## src/rtl/seven_seg_pkg.sv

```systemverilog
// Shared definitions for the multiplexed seven-segment scan controller:
// scan FSM states, the dark segment pattern and a BCD validity helper.
package seven_seg_pkg;

    typedef enum logic [1:0] {
        IDLE = 2'd0,
        SHOW = 2'd1,
        GAP  = 2'd2
    } scan_state_e;

    // Segment vector bit order is {g,f,e,d,c,b,a}, active-high.
    localparam logic [6:0] SEG_BLANK = 7'b000_0000;

    function automatic logic nibble_invalid(input logic [3:0] nibble);
        return nibble > 4'd9;
    endfunction

endpackage

```

## src/rtl/bcdto7segment.sv

```systemverilog
// Shared BCD to seven-segment decoder, active-high segments {g,f,e,d,c,b,a};
// codes above 9 decode to a dark digit.
module bcdto7segment
    import seven_seg_pkg::*;
(
    input  logic [3:0] bcd,
    output logic [6:0] seg
);

    always_comb begin
        case (bcd)
            4'd0:    seg = 7'h3F;
            4'd1:    seg = 7'h06;
            4'd2:    seg = 7'h5B;
            4'd3:    seg = 7'h4F;
            4'd4:    seg = 7'h66;
            4'd5:    seg = 7'h6D;
            4'd6:    seg = 7'h7D;
            4'd7:    seg = 7'h07;
            4'd8:    seg = 7'h7F;
            4'd9:    seg = 7'h6F;
            default: seg = SEG_BLANK;
        endcase
    end

endmodule

```

## src/rtl/seven_seg_scan_ctrl.sv

```systemverilog
// Time-multiplexed seven-segment display driver: scans NUM_DIGITS digits with
// blanking gaps, double-buffers loaded values and commits them at frame wrap.
module seven_seg_scan_ctrl
    import seven_seg_pkg::*;
#(
    parameter int NUM_DIGITS   = 4,
    parameter int REFRESH_DIV  = 1000,
    parameter int BLANK_CYCLES = 2
) (
    input  logic                    clk,
    input  logic                    rst,
    input  logic                    enable,
    input  logic                    load,
    input  logic [4*NUM_DIGITS-1:0] value_in,
    input  logic                    blank_lz,
    output logic [6:0]              seg,
    output logic [NUM_DIGITS-1:0]   an,
    output logic                    frame_done,
    output logic                    err
);

    localparam int VAL_W   = 4 * NUM_DIGITS;
    localparam int IDX_W   = $clog2(NUM_DIGITS);
    localparam int CNT_MAX = (REFRESH_DIV > BLANK_CYCLES) ? REFRESH_DIV : BLANK_CYCLES;
    localparam int CNT_W   = $clog2(CNT_MAX + 1);

    localparam logic [IDX_W-1:0] LAST_IDX  = IDX_W'(NUM_DIGITS - 1);
    localparam logic [CNT_W-1:0] SHOW_LAST = CNT_W'(REFRESH_DIV - 1);
    localparam logic [CNT_W-1:0] GAP_LAST  = CNT_W'(BLANK_CYCLES - 1);

    scan_state_e           state_q;
    logic [IDX_W-1:0]      idx_q;
    logic [CNT_W-1:0]      cnt_q;
    logic [VAL_W-1:0]      disp_q;
    logic [VAL_W-1:0]      pend_q;
    logic                  pend_valid_q;
    logic                  err_q;
    logic [6:0]            seg_q;
    logic [NUM_DIGITS-1:0] an_q;
    logic                  frame_done_q;

    logic                  slot_end;
    logic                  wrap;
    logic                  commit;
    logic [VAL_W-1:0]      disp_d;
    logic [IDX_W-1:0]      show_idx;
    logic [NUM_DIGITS-1:0] show_an;
    logic [3:0]            show_nibble;
    logic                  upper_zero;
    logic                  lz_blank;
    logic [6:0]            dec_seg;
    logic [6:0]            show_seg;
    logic                  load_bad;

    // The segment pattern is registered on the same edge that enters SHOW, so
    // the decoder looks at the digit about to be shown and at the display
    // contents as they will be after any commit on that edge.
    always_comb begin
        // NOTE: every always_comb output gets a default first so no path can infer a latch.
        slot_end    = (state_q == GAP) && (cnt_q == GAP_LAST);
        wrap        = enable && slot_end && (idx_q == LAST_IDX);
        commit      = pend_valid_q && (wrap || ((state_q == IDLE) && !enable));
        disp_d      = commit ? pend_q : disp_q;
        show_idx    = '0;
        if ((state_q == GAP) && (idx_q != LAST_IDX)) begin
            show_idx = idx_q + 1'b1;
        end
        show_an     = NUM_DIGITS'(1) << show_idx;
        show_nibble = '0;
        upper_zero  = 1'b1;
        load_bad    = 1'b0;
        for (int i = 0; i < NUM_DIGITS; i++) begin
            if (IDX_W'(i) == show_idx) begin
                show_nibble = disp_d[4*i +: 4];
            end
            if ((IDX_W'(i) >= show_idx) && (disp_d[4*i +: 4] != 4'd0)) begin
                upper_zero = 1'b0;
            end
            if (nibble_invalid(value_in[4*i +: 4])) begin
                load_bad = 1'b1;
            end
        end
        lz_blank = blank_lz && (show_idx != '0) && upper_zero;
        show_seg = (nibble_invalid(show_nibble) || lz_blank) ? SEG_BLANK : dec_seg;
    end

    bcdto7segment u_dec (
        .bcd (show_nibble),
        .seg (dec_seg)
    );

    always_ff @(posedge clk) begin
        // NOTE: sequential state uses non-blocking assignments so every register samples pre-edge values.
        if (rst) begin
            state_q      <= IDLE;
            idx_q        <= '0;
            cnt_q        <= '0;
            seg_q        <= SEG_BLANK;
            an_q         <= '0;
            frame_done_q <= 1'b0;
        end else begin
            frame_done_q <= 1'b0;
            if (!enable) begin
                state_q <= IDLE;
                idx_q   <= '0;
                cnt_q   <= '0;
                seg_q   <= SEG_BLANK;
                an_q    <= '0;
            end else begin
                case (state_q)
                    IDLE: begin
                        state_q <= SHOW;
                        idx_q   <= show_idx;
                        cnt_q   <= '0;
                        an_q    <= show_an;
                        seg_q   <= show_seg;
                    end
                    SHOW: begin
                        if (cnt_q == SHOW_LAST) begin
                            state_q <= GAP;
                            cnt_q   <= '0;
                            an_q    <= '0;
                            seg_q   <= SEG_BLANK;
                        end else begin
                            cnt_q <= cnt_q + 1'b1;
                        end
                    end
                    GAP: begin
                        if (slot_end) begin
                            state_q      <= SHOW;
                            idx_q        <= show_idx;
                            cnt_q        <= '0;
                            an_q         <= show_an;
                            seg_q        <= show_seg;
                            frame_done_q <= wrap;
                        end else begin
                            cnt_q <= cnt_q + 1'b1;
                        end
                    end
                    default: begin
                        state_q <= IDLE;
                        idx_q   <= '0;
                        cnt_q   <= '0;
                        an_q    <= '0;
                        seg_q   <= SEG_BLANK;
                    end
                endcase
            end
        end
    end

    // A load in the same cycle as a commit must survive as the new pending
    // value, so the load branch comes last and its assignments take effect.
    always_ff @(posedge clk) begin
        if (rst) begin
            disp_q       <= '0;
            pend_q       <= '0;
            pend_valid_q <= 1'b0;
            err_q        <= 1'b0;
        end else begin
            if (commit) begin
                disp_q       <= pend_q;
                pend_valid_q <= 1'b0;
            end
            if (load) begin
                pend_q       <= value_in;
                pend_valid_q <= 1'b1;
                if (load_bad) begin
                    err_q <= 1'b1;
                end
            end
        end
    end

    assign seg        = seg_q;
    assign an         = an_q;
    assign frame_done = frame_done_q;
    assign err        = err_q;

endmodule

```

## config.mk

```make
export PLATFORM = sky130hd
export DESIGN_NAME = seven_seg_scan_ctrl
export DESIGN_NICKNAME = d
export VERILOG_FILES = /design/src/rtl/seven_seg_pkg.sv /design/src/rtl/bcdto7segment.sv /design/src/rtl/seven_seg_scan_ctrl.sv
export SDC_FILE = /design/constraint.sdc
export NUM_CORES = 1
export LEC_CHECK = 0
export BUFFER_PORTS_ARGS = -buffer_cell sky130_fd_sc_hd__buf_2
export CELL_PAD_IN_SITES_DETAIL_PLACEMENT = 0
export CELL_PAD_IN_SITES_GLOBAL_PLACEMENT = 1
export CORE_MARGIN = 5
export CORE_UTILIZATION = 48
export DETAILED_ROUTE_END_ITERATION = 16
export PLACE_DENSITY = 0.86
export SLEW_MARGIN = 30
export SYNTH_ARGS = -nofsm -noshare
export SYNTH_HDL_FRONTEND = slang
export SYNTH_HIERARCHICAL = 1
export SYNTH_SLANG_ARGS = --single-unit
```

## constraint.sdc

```tcl
create_clock -name clk -period 5 [get_ports clk]
set_input_delay 1 -clock clk [delete_from_list [all_inputs] [get_ports clk]]
set_output_delay 1 -clock clk [all_outputs]
set_load 0.05 [all_outputs]
```

# Word-level counts from Yosys, hierarchy flattened
# Memory sizes are Yosys's and may differ from the RTL's.
# Cells that the tools add are included.
[classes] bitwise=4 n_reduce_logical=28 mux=31 shifts=1 n_eq_ne=11 order_cmp=9 n_addsub=2
[ops] op="$mux W4" count=6
[ops] op="$mux W7" count=3
[ops] op="$pmux W7 S3" count=1
[ops] op="$gt A4 B4 Y1 const B" count=5
[ops] op="$mux W10" count=2
[ops] op="$pmux W10 S2" count=1
[ops] op="$mux W16" count=1
[ops] op="$reduce_bool A4 Y1" count=4
[ops] op="$logic_and A1 B1 Y1" count=12
[ops] op="$pmux W2 S3" count=2
[ops] op="$pmux W4 S3" count=1
[ops] op="$add A10 B1 Y10 const B" count=1
[ops] op="$eq A10 B1 Y1 const B" count=1
[ops] op="$eq A10 B10 Y1 const B" count=1
[ops] op="$mux W1" count=10
[ops] op="$mux W2" count=4
[ops] op="$ne A2 B2 Y1 const B" count=3
[ops] op="$reduce_and A2 Y1" count=3
[ops] op="$eq A2 B2 Y1 const A" count=2
[ops] op="$eq A2 B2 Y1 const B" count=2
[ops] op="$ge A1 B2 Y1 const A" count=2
[ops] op="$ge A2 B2 Y1 const A" count=2
[ops] op="$logic_not A2 Y1" count=2
[ops] op="$not A1 Y1" count=4
[ops] op="9 further kinds" count=11
[word_totals] romBits=112 elab_cells=97 n_memories=1 in_bits=21 regBits=60
[memory_table] name="(no name shown)" words=16 width=7 read_ports=1 rd_ports_with_merged_regs=0 wr=0 line="bcdto7segment.sv:11" source="case (bcd)"

# Longest topological paths before layout
# Gate-level depths: netlist (run 1).
[depth] word_depth=18 ltp_mapped=17 depth_no_buf=15

# Cells and area by module
# The synthesis (run 1) kept the hierarchy.
[by_module_without_submodules] mod="seven_seg_scan_ctrl" n_inst=1 area_each_um2=2703.8 seq_area_each_um2=1201.2 cells_each=286
[by_module_without_submodules] mod="bcdto7segment" n_inst=1 area_each_um2=219.0 seq_area_each_um2=0.0 cells_each=28

# Worst setup path after synthesis (run 1)
# Ideal clock, no wire load.
[synth_timing] path_kind="input port to flip-flop" from="in enable" to="reg seg_q[1] (netlist: seg[1])" setup_ps=67 arrival_ps=3001 path_slack_ps=1932 required_time_ps=4933 cell_stages=14 cell_sequence="and4_1 > nand4_2 > and2_4 > buf_6 > buf_2 > mux2i_1 > mux2i_1 > nand2_1 > nand2_1 > inv_1 > ha_1 > o21ai_0 > nand2_1 > o21ai_2"
[synth_between] word_cells_on_any_way=32 classes_between="1 x order compare; 12 x mux; 1 x bitwise; 17 x reduce/logical; 1 x memory"
[synth_rtl] element="start, declared" line="seven_seg_scan_ctrl.sv:12" source="input logic enable,"
[synth_rtl] element="$logic_and A1 B1 Y1 / $logic_not A1 Y1 (equally long branches)"
[synth_rtl] element="$logic_and A1 B1 Y1 (on tied branches)" line="seven_seg_scan_ctrl.sv:61, seven_seg_scan_ctrl.sv:62"
[synth_rtl] element="$logic_or A1 B1 Y1 *" line="seven_seg_scan_ctrl.sv:62" source="commit = pend_valid_q && (wrap || ((state_q == IDLE) && !enable));"
[synth_rtl] element="$logic_and A1 B1 Y1 *" line="seven_seg_scan_ctrl.sv:62"
[synth_rtl] element="$mux W16 *"
[synth_rtl] element="$mux W4 (3 in a row)" line="seven_seg_scan_ctrl.sv:73" source="if (IDX_W'(i) == show_idx) begin"
[synth_rtl] element="$mux W4 *" line="seven_seg_scan_ctrl.sv:73"
[synth_rtl] element="net show_nibble[0]" line="seven_seg_scan_ctrl.sv:48" source="logic [3:0] show_nibble;"
[synth_rtl] element="$mem_v2 Z16 W7 *"
[synth_rtl] element="net dec_seg[1]" line="seven_seg_scan_ctrl.sv:51" source="logic [6:0] dec_seg;"
[synth_rtl] element="$mux W7 *" line="seven_seg_scan_ctrl.sv:84" source="show_seg = (nibble_invalid(show_nibble) || lz_blank) ? SEG_BLANK : dec_seg;"
[synth_rtl] element="$mux W7" line="seven_seg_scan_ctrl.sv:129" source="if (slot_end) begin"
[synth_rtl] element="$pmux W7 S3 *" line="seven_seg_scan_ctrl.sv:110" source="case (state_q)"
[synth_rtl] element="end signal, assigned" line="seven_seg_scan_ctrl.sv:116" source="seg_q <= show_seg;"
[synth_rtl] element="end signal, assigned" line="seven_seg_scan_ctrl.sv:134" source="seg_q <= show_seg;"
[synth_rtl] element="end, declared" line="seven_seg_scan_ctrl.sv:38" source="logic [6:0] seg_q;"
# The timed path passes the listed nets; every way through them passes the cells marked *. The select of a mux whose other input is x is not followed.
# A chain may end at the register's enable or synchronous reset.

# Worst setup path after layout (run 1)
[layout_timing] from="reg idx_q[0]" to="reg seg_q[0] (netlist: seg[0])"
[layout_between] word_cells_on_any_way=42 classes_between="1 x add/sub; 5 x order compare; 5 x eq/ne; 13 x mux; 17 x reduce/logical; 1 x memory"
[layout_rtl] element="start, declared" line="seven_seg_scan_ctrl.sv:32" source="logic [IDX_W-1:0] idx_q;"
[layout_rtl] element="start signal, assigned" line="seven_seg_scan_ctrl.sv:113" source="idx_q <= show_idx;"
[layout_rtl] element="start signal, assigned" line="seven_seg_scan_ctrl.sv:131" source="idx_q <= show_idx;"
[layout_rtl] element="branches (longest 8 deep; another with $add A2 B1 Y2)"
[layout_rtl] element="$mux W4 *" line="seven_seg_scan_ctrl.sv:73"
[layout_rtl] element="net show_nibble[1]" line="seven_seg_scan_ctrl.sv:48"
[layout_rtl] element="$mem_v2 Z16 W7 *"
[layout_rtl] element="net dec_seg[0]" line="seven_seg_scan_ctrl.sv:51"
[layout_rtl] element="$mux W7 *" line="seven_seg_scan_ctrl.sv:84"
[layout_rtl] element="$mux W7" line="seven_seg_scan_ctrl.sv:129"
[layout_rtl] element="$pmux W7 S3 *" line="seven_seg_scan_ctrl.sv:110"
# Mark *: on every way through the listed nets, which the timed path passes. The select of a mux whose other input is x is not followed.

==> summary.md, run 1 <==
| Metric | Value |
|---|---|
| Post-Synthesis Cells | `314` |
| Worst min path class | `flip-flop to flip-flop` |
| # fillers | `549` |
| Post-route setup slack | `1.89 ns` |
| VDD IR max | `0.243 mV` |
| Synth Flop Type | `dfxtp_1` |
| Layout cells sized above 1 | `21.4%` |
| Slew headroom | `38.2%` |
| Layout Nets | `379` |
| Crit-path max FO | `20` |
| Longest Clk Path Bufs | `2` |
| Core area | `5920 sq um` |
| PortBufs | `33` |
| Pwr Density | `341 nW/um^2` |
| H-tree levels | `3` |
| Initial DRC count | `125` |
| Final TNS setup | `0 ns` |
| Leakage | `1.49 nW` |
| GRT Total Usage | `16.9%` |
| Root buffer cell | `clkbuf_8` |
| Fin crit period | `3.11 ns` |
| RSZ-0062 raised after global routing | `false` |
| Die area | `7750 sq um` |
| # resized after CTS | `0` |
| Status | `finished, final reports clean` |
| Commonest non-fill, non-tap cell in the layout | `nor2_1` |
| # IOs | `34` |
| Worst-skew pair later-pin latency | `0.33 ns` |
| Drt total wl | `5960 um` |
| CTS sink cnt | `60` |
| DIE WIDTH | `88.0 um` |
| Worst EP arrival | `3.39 ns` |
| First-pass GRT wire length | `10,200 um` |
| Max-cap violation count | `0` |
| Std-Cell Rows | `28` |
| Worst-path clk slew | `0.07 ns` |
| Most frequent cells in the layout | `nor2_1, dfxtp_1, mux2i_1` |
| Fmax | `321 MHz` |
| Avg Inst Size Synth | `9.31 sq um` |
| DP Worst Slack | `1.62 ns` |
| Yosys warnings | `6` |
| Post-route ant nets | `0` |
| Num CTS Buffers | `9` |
| Worst slew pin tran | `0.928 ns` |
| Hold-fix buffers, CTS | `0` |
| Pin count of the biggest net entering global routing | `36` |
| Synthesized flop and latch total | `60` |
| Period utilisation layout | `62.3%` |
| Yosys top cell by area | `dfxtp_1` |
| Worst endpoint required time | `5.27 ns` |
| Number of global-route vias before repair | `2,238` |
| HPWL after DPL | `4360 um` |
| Max-slew violations | `0` |
| Total grt overflow | `0` |
| Setup Buffers After CTS | `0` |
| FFs w/ async S/R, synth | `0%` |
| Final Hold Viols | `0` |
| Synthesized Nets | `347` |
| Sequential cell area fraction in the yosys report | `41.1%` |
| Setup crit end kind | `flip-flop` |
| Final Skew | `0.00800 ns` |
| TritonCTS clock tree | `done` |
| Critical Path Start Type | `flip-flop` |
| Crit Path Class | `flip-flop to flip-flop` |
| Post-DR wirelength/cell | `14.0 um` |
| Via density | `5.35` |
| Via count | `2,279` |
| Post-Synthesis Cell Area | `2920 sq um` |
| Starting Density | `49.4%` |
| DRC Markers | `0` |
| Final number of setup-violating endpoints | `0` |
| EDFF count, synth | `0` |
| Synth unique cells | `49` |
| Die Height | `88.0 um` |
| Area Growth Syn to Fin | `14.8%` |
| Ant. Diodes | `0` |
| Top post-synthesis cells by area | `dfxtp_1, mux2i_1, nor2_1` |
| Share of the synthesized area in the top cell type | `41.1%` |
| Pre-Repair DR Iteration Count | `4` |
| Antenna violations before repair | `0` |
| Gpl congestion | `0.820` |
cells in the mapped netlist (all sizes together) (3+ instances only):
cell type / count
o211ai: 5
o22ai: 5
ha: 12
dfxtp: 60
nand2b: 3
xor2: 4
clkbuf: 7
nor2: 62
nor4: 8
xnor2: 5
buf: 6
mux2: 3
nand3: 11
nand2: 22
inv: 10
a21oi: 8
nand4: 4
o21ai: 12
and3: 3
a32oi: 3
mux2i: 39
o221ai: 3
worst max-delay path, stage by stage, from the launching register on:
cell and delay (ns):
dfxtp_1 0.52, ha_1 0.32, and4_1 0.24, nand4_2 0.17, and2_4 0.30, mux2i_1 0.18, o221ai_2 0.43, inv_2 0.12
ha_1 0.20, nor2_1 0.10, a21oi_1 0.07, o22ai_1 0.19, nand2_1 0.09, o21ai_2 0.12
area by class of cell:
type                    count  area, sq um  area share [%]
clock buffers               9          124            3.69
flip-flops and latches     60         1200            35.8
well taps                  75         93.8            2.80
inverters                  10         37.5            1.12
repair buffers             34          173            5.15
multi-input cells         231         1610            48.0
clock inverters             7          115            3.43
final timing paths:
kind	startpoint	endpoint	slack [ns]	depth (start not counted)
worst max register to register	idx_q[0]$_SDFFE_PP0P_	seg[0]$_SDFFE_PP0P_	1.89	13
worst min register to register	seg[2]$_SDFFE_PP0P_	seg[2]$_SDFFE_PP0P_	0.45	2
worst max-delay path	idx_q[0]$_SDFFE_PP0P_	seg[0]$_SDFFE_PP0P_	1.89	13
worst min-delay path	seg[2]$_SDFFE_PP0P_	seg[2]$_SDFFE_PP0P_	0.45	2
per-layer routing:
metal	up-vias	global-route usage [%]	wire length (um)
li1	1166	-	-
met3	8	6.02	210
met2	35	27.1	2840
met1	1070	21.3	2830
met4	0	5.49	81
met5	-	0	0
registers in the layout, summed over array words and instances (netlist names):
name / count
pend_valid_q: 1
state_q: 2
err: 1
pend_q: 16
an: 4
frame_done: 1
idx_q: 2
disp_q: 16
cnt_q: 10
seg: 7
through the flow:
stage          power, W  cell area, sq um  cells  util, %  hold slack (ns)
3_5_place_dp   0.000636              3120    410     52.6            0.435
4_1_cts         0.00116              3350    426     56.7            0.452
3_3_place_gp   0.000635              3120    410     52.6            0.433
6_report        0.00114              3350    426     56.7            0.449
5_1_grt         0.00120              3350    426     56.7            0.477
2_1_floorplan  0.000609              2920    314        -            0.445
report_power, final:
| part | switching, W | internal, W | leakage, nW |
|---|---|---|---|
| registers | 0.0000113 | 0.000495 | 0.489 |
| logic | 0.0000744 | 0.0000450 | 0.884 |
| clock network | 0.000190 | 0.000329 | 0.115 |
| total | 0.000276 | 0.000869 | 1.49 |
logic make-up after synthesis:
kind of cell	Yosys count	synth area share (%)
flops	60	41.1
xor+xnor	9	2.70
compound gates	43	11.9
simple gates	125	20.8
buf+inv	23	3.81
mux	42	14.6
fa+ha+maj	12	5.14
(Power assumes the default switching activity.)
==> inputs of run 2 (changes only) <==
Settings changed: CORE_UTILIZATION 48 to 40, PLACE_DENSITY 0.86 to 0.77.
Clock period 5 ns to 2.6 ns, I/O delays scaled along.
==> summary.md, run 2 (same netlist as run 1, synthesis figures left out) <==
| Metric | Value |
|---|---|
| Status | `finished, final reports clean` |
| Final cell count without fillers | `478 (+12%)` |
| Worst-path clk slew | `0.07 ns (about the same)` |
| Final TNS setup | `0 ns (unchanged)` |
| Worst path most repeated cell | `ha_1` |
| Layout cells sized above 1 | `33.8% (+12 points)` |
| TritonCTS clock tree | `done` |
| Fin crit period | `2.51 ns (-0.609 ns)` |
| Final Skew | `0.00860 ns (+0.000596 ns)` |
| Antenna violations before repair | `0 (unchanged)` |
| Pwr Density | `557 nW/um^2 (+63%)` |
| Hold-fix buffers, CTS | `0 (unchanged)` |
| R2R cell count | `13 (unchanged)` |
| Most frequent cells in the layout | `nor2_1, dfxtp_1, buf_2` |
| Total grt overflow | `0 (unchanged)` |
| CP bufs+invs | `2 (+1)` |
| Post-DR wirelength/cell | `13.6 um (-2.5%)` |
| Via density | `4.96 (-7.4%)` |
| VDD IR max | `0.446 mV (+84%)` |
| GRT Total Usage | `15.2% (-1.7 points)` |
| Instance count on the critical path | `13 (unchanged)` |
| Root buffer cell | `clkbuf_8` |
| Critical R2R Capture | `seg[5]$_SDFFE_PP0P_` |
| First-pass GRT wire length | `10,700 um (+4.2%)` |
| Worst slew pin tran | `0.520 ns (-0.408 ns)` |
| Delay-heaviest family, CP | `simple AND/OR/NAND/NOR gates` |
| WHS Endpoint | `pend_q[4]$_SDFFE_PP0P_` |
| Drt total wl | `6520 um (+9.4%)` |
| Worst EP arrival | `2.78 ns (-0.61 ns)` |
| Worst min path class | `input port to flip-flop` |
| Num CTS Buffers | `9 (unchanged)` |
| CTS sink cnt | `60 (unchanged)` |
| Min-delay src | `value_in[4]` |
| HPWL after DPL | `4650 um (+6.5%)` |
| # IOs | `34 (unchanged)` |
| Slowest cell on the critical path | `dfxtp_2` |
| Number of global-route vias before repair | `2,364 (+5.6%)` |
| Pin count of the biggest net entering global routing | `35 (-2.8%)` |
| Critical Path Start Type | `flip-flop` |
| Initial DRC count | `64 (-49%)` |
| DRC Markers | `0 (unchanged)` |
| Std-Cell Rows | `31 (+11%)` |
| Layout Nets | `407 (+7.4%)` |
| Max-cap violation count | `0 (unchanged)` |
| Gpl congestion | `0.798 (-2.8%)` |
| Core area | `7180 sq um (+21%)` |
| CP peak stage delay | `0.37 ns (-0.15 ns)` |
| Fmax | `399 MHz (+24%)` |
| Area Growth Syn to Fin | `28.1%` |
| RSZ-0062 raised after global routing | `true` |
| Leakage | `1.57 nW (+5.7%)` |
| Crit Path Class | `flip-flop to flip-flop` |
| Starting Density | `40.7% (-8.6 points)` |
| Hold Path Depth | `3 (+1)` |
| Longest Clk Path Bufs | `2 (unchanged)` |
| R2R setup slack | `0.09 ns (-1.79 ns)` |
| Max-slew violations | `0 (unchanged)` |
| Die Height | `95.5 um (+8.5%)` |
| Crit path cell chain | `inv_1 -> ha_1 -> nor2b_2 -> nand2_2 -> and2_2 -> mux2i_2 -> o221ai_4 -> inv_2 -> ha_1 -> mux2i_1 -> o22ai_1 -> nand2_1 -> o21ai_2` |
| Pre-Repair DR Iteration Count | `4 (unchanged)` |
| Ant. Diodes | `0 (unchanged)` |
| Placed insts | `451 (+10%)` |
| Period utilisation layout | `96.4% (+34 points)` |
| Via count | `2,369 (+3.9%)` |
| Commonest non-fill, non-tap cell in the layout | `nor2_1` |
| Crit-path max FO | `6 (-70%)` |
| Final Hold Viols | `0 (unchanged)` |
| Worst endpoint required time | `2.87 ns (-2.40 ns)` |
| Die area | `9120 sq um (+18%)` |
| PortBufs | `33 (unchanged)` |
| DIE WIDTH | `95.5 um (+8.5%)` |
| Reg2reg start | `state_q[1]$_SDFFE_PP0P_` |
| Setup crit end kind | `flip-flop` |
| H-tree levels | `3 (unchanged)` |
| Worst-skew pair later-pin latency | `0.34 ns (about the same)` |
| Post-route ant nets | `0 (unchanged)` |
| Final number of setup-violating endpoints | `0 (unchanged)` |
| Top flop regs | `disp_q (16), pend_q (16), cnt_q (10)` |
| Slew headroom | `65.1% (+27 points)` |
==> run 2: cell types whose count changed in the layout (fill, tap and decap cells not counted), sizes merged <==
cell,delta
buf,+27
clkbuf,+3
bufinv,-2
and2,+1
clkinvlp,-1
==> run 2: repair_timing <==
item | CTS | global route
buffers inserted | 2 | 7
gates cloned | 1 | 1
setup endpoints to repair | 2 | 7
pin swaps | 2 | 14
gates resized for setup | 3 | 39
==> run 2: how the worst max path moves through the flow <==
stage | start | to
after floorplan | state_q[0]$_SDFFE_PP0P_ | seg[1]$_SDFFE_PP0P_
after global placement | enable | seg[1]$_SDFFE_PP0P_
after detailed placement | state_q[0]$_SDFFE_PP0P_ | seg[1]$_SDFFE_PP0P_
after CTS | state_q[1]$_SDFFE_PP0P_ | seg[1]$_SDFFE_PP0P_
after global routing | idx_q[1]$_SDFFE_PP0P_ | seg[0]$_SDFFE_PP0P_
final | state_q[1]$_SDFFE_PP0P_ | seg[5]$_SDFFE_PP0P_
==> run 2: final cells by class <==
type | instances | area [sq um]
flip-flops and latches | 60 | 1210
well taps | 99 | 124
fillers | 672 | 3430
inverters | 10 | 37.5
repair buffers | 61 | 384
multi-input cells | 232 | 1790
clock inverters | 4 | 47.5
clock buffers | 12 | 155
==> run 2: through the flow <==
| stage | instance area [sq um] | util [%] | setup slack [ns] | power (W) | hold WS [ns] |
|---|---|---|---|---|---|
| 2_1_floorplan | 2940 | - | 0.0319 | 0.00117 | 0.445 |
| 3_3_place_gp | 3280 | 45.7 | -0.00303 | 0.00123 | 0.436 |
| 4_1_cts | 3520 | 49.0 | 0.00653 | 0.00210 | 0.405 |
| 6_report | 3740 | 52.2 | 0.0940 | 0.00209 | 0.424 |
| 5_1_grt | 3740 | 52.2 | -0.106 | 0.00219 | 0.417 |
| 3_5_place_dp | 3280 | 45.7 | -0.0233 | 0.00124 | 0.445 |
==> run 2: where the power goes <==
part / switching [W] / internal [W] / total, W
Clock: 0.000353 / 0.000492 / 0.000844
Combinational: 0.000154 / 0.000111 / 0.000264
Sequential: 0.0000251 / 0.000951 / 0.000977
==> run 2: layer usage <==
metal / wire (um) / vias up / global-route usage (%)
li1: - / 1225 / -
met1: 2960 / 1101 / 18.2
met2: 3170 / 37 / 24.7
met3: 297 / 6 / 5.60
met4: 93 / 0 / 5.92
met5: 0 / - / 0
==> run 2: worst min-delay path: cells and delay by family <==
kind                   cells  cell delay, ns
multiplexers               1            0.05
buffers and inverters      1            0.07
AND/OR/NAND/NOR            1            0.07
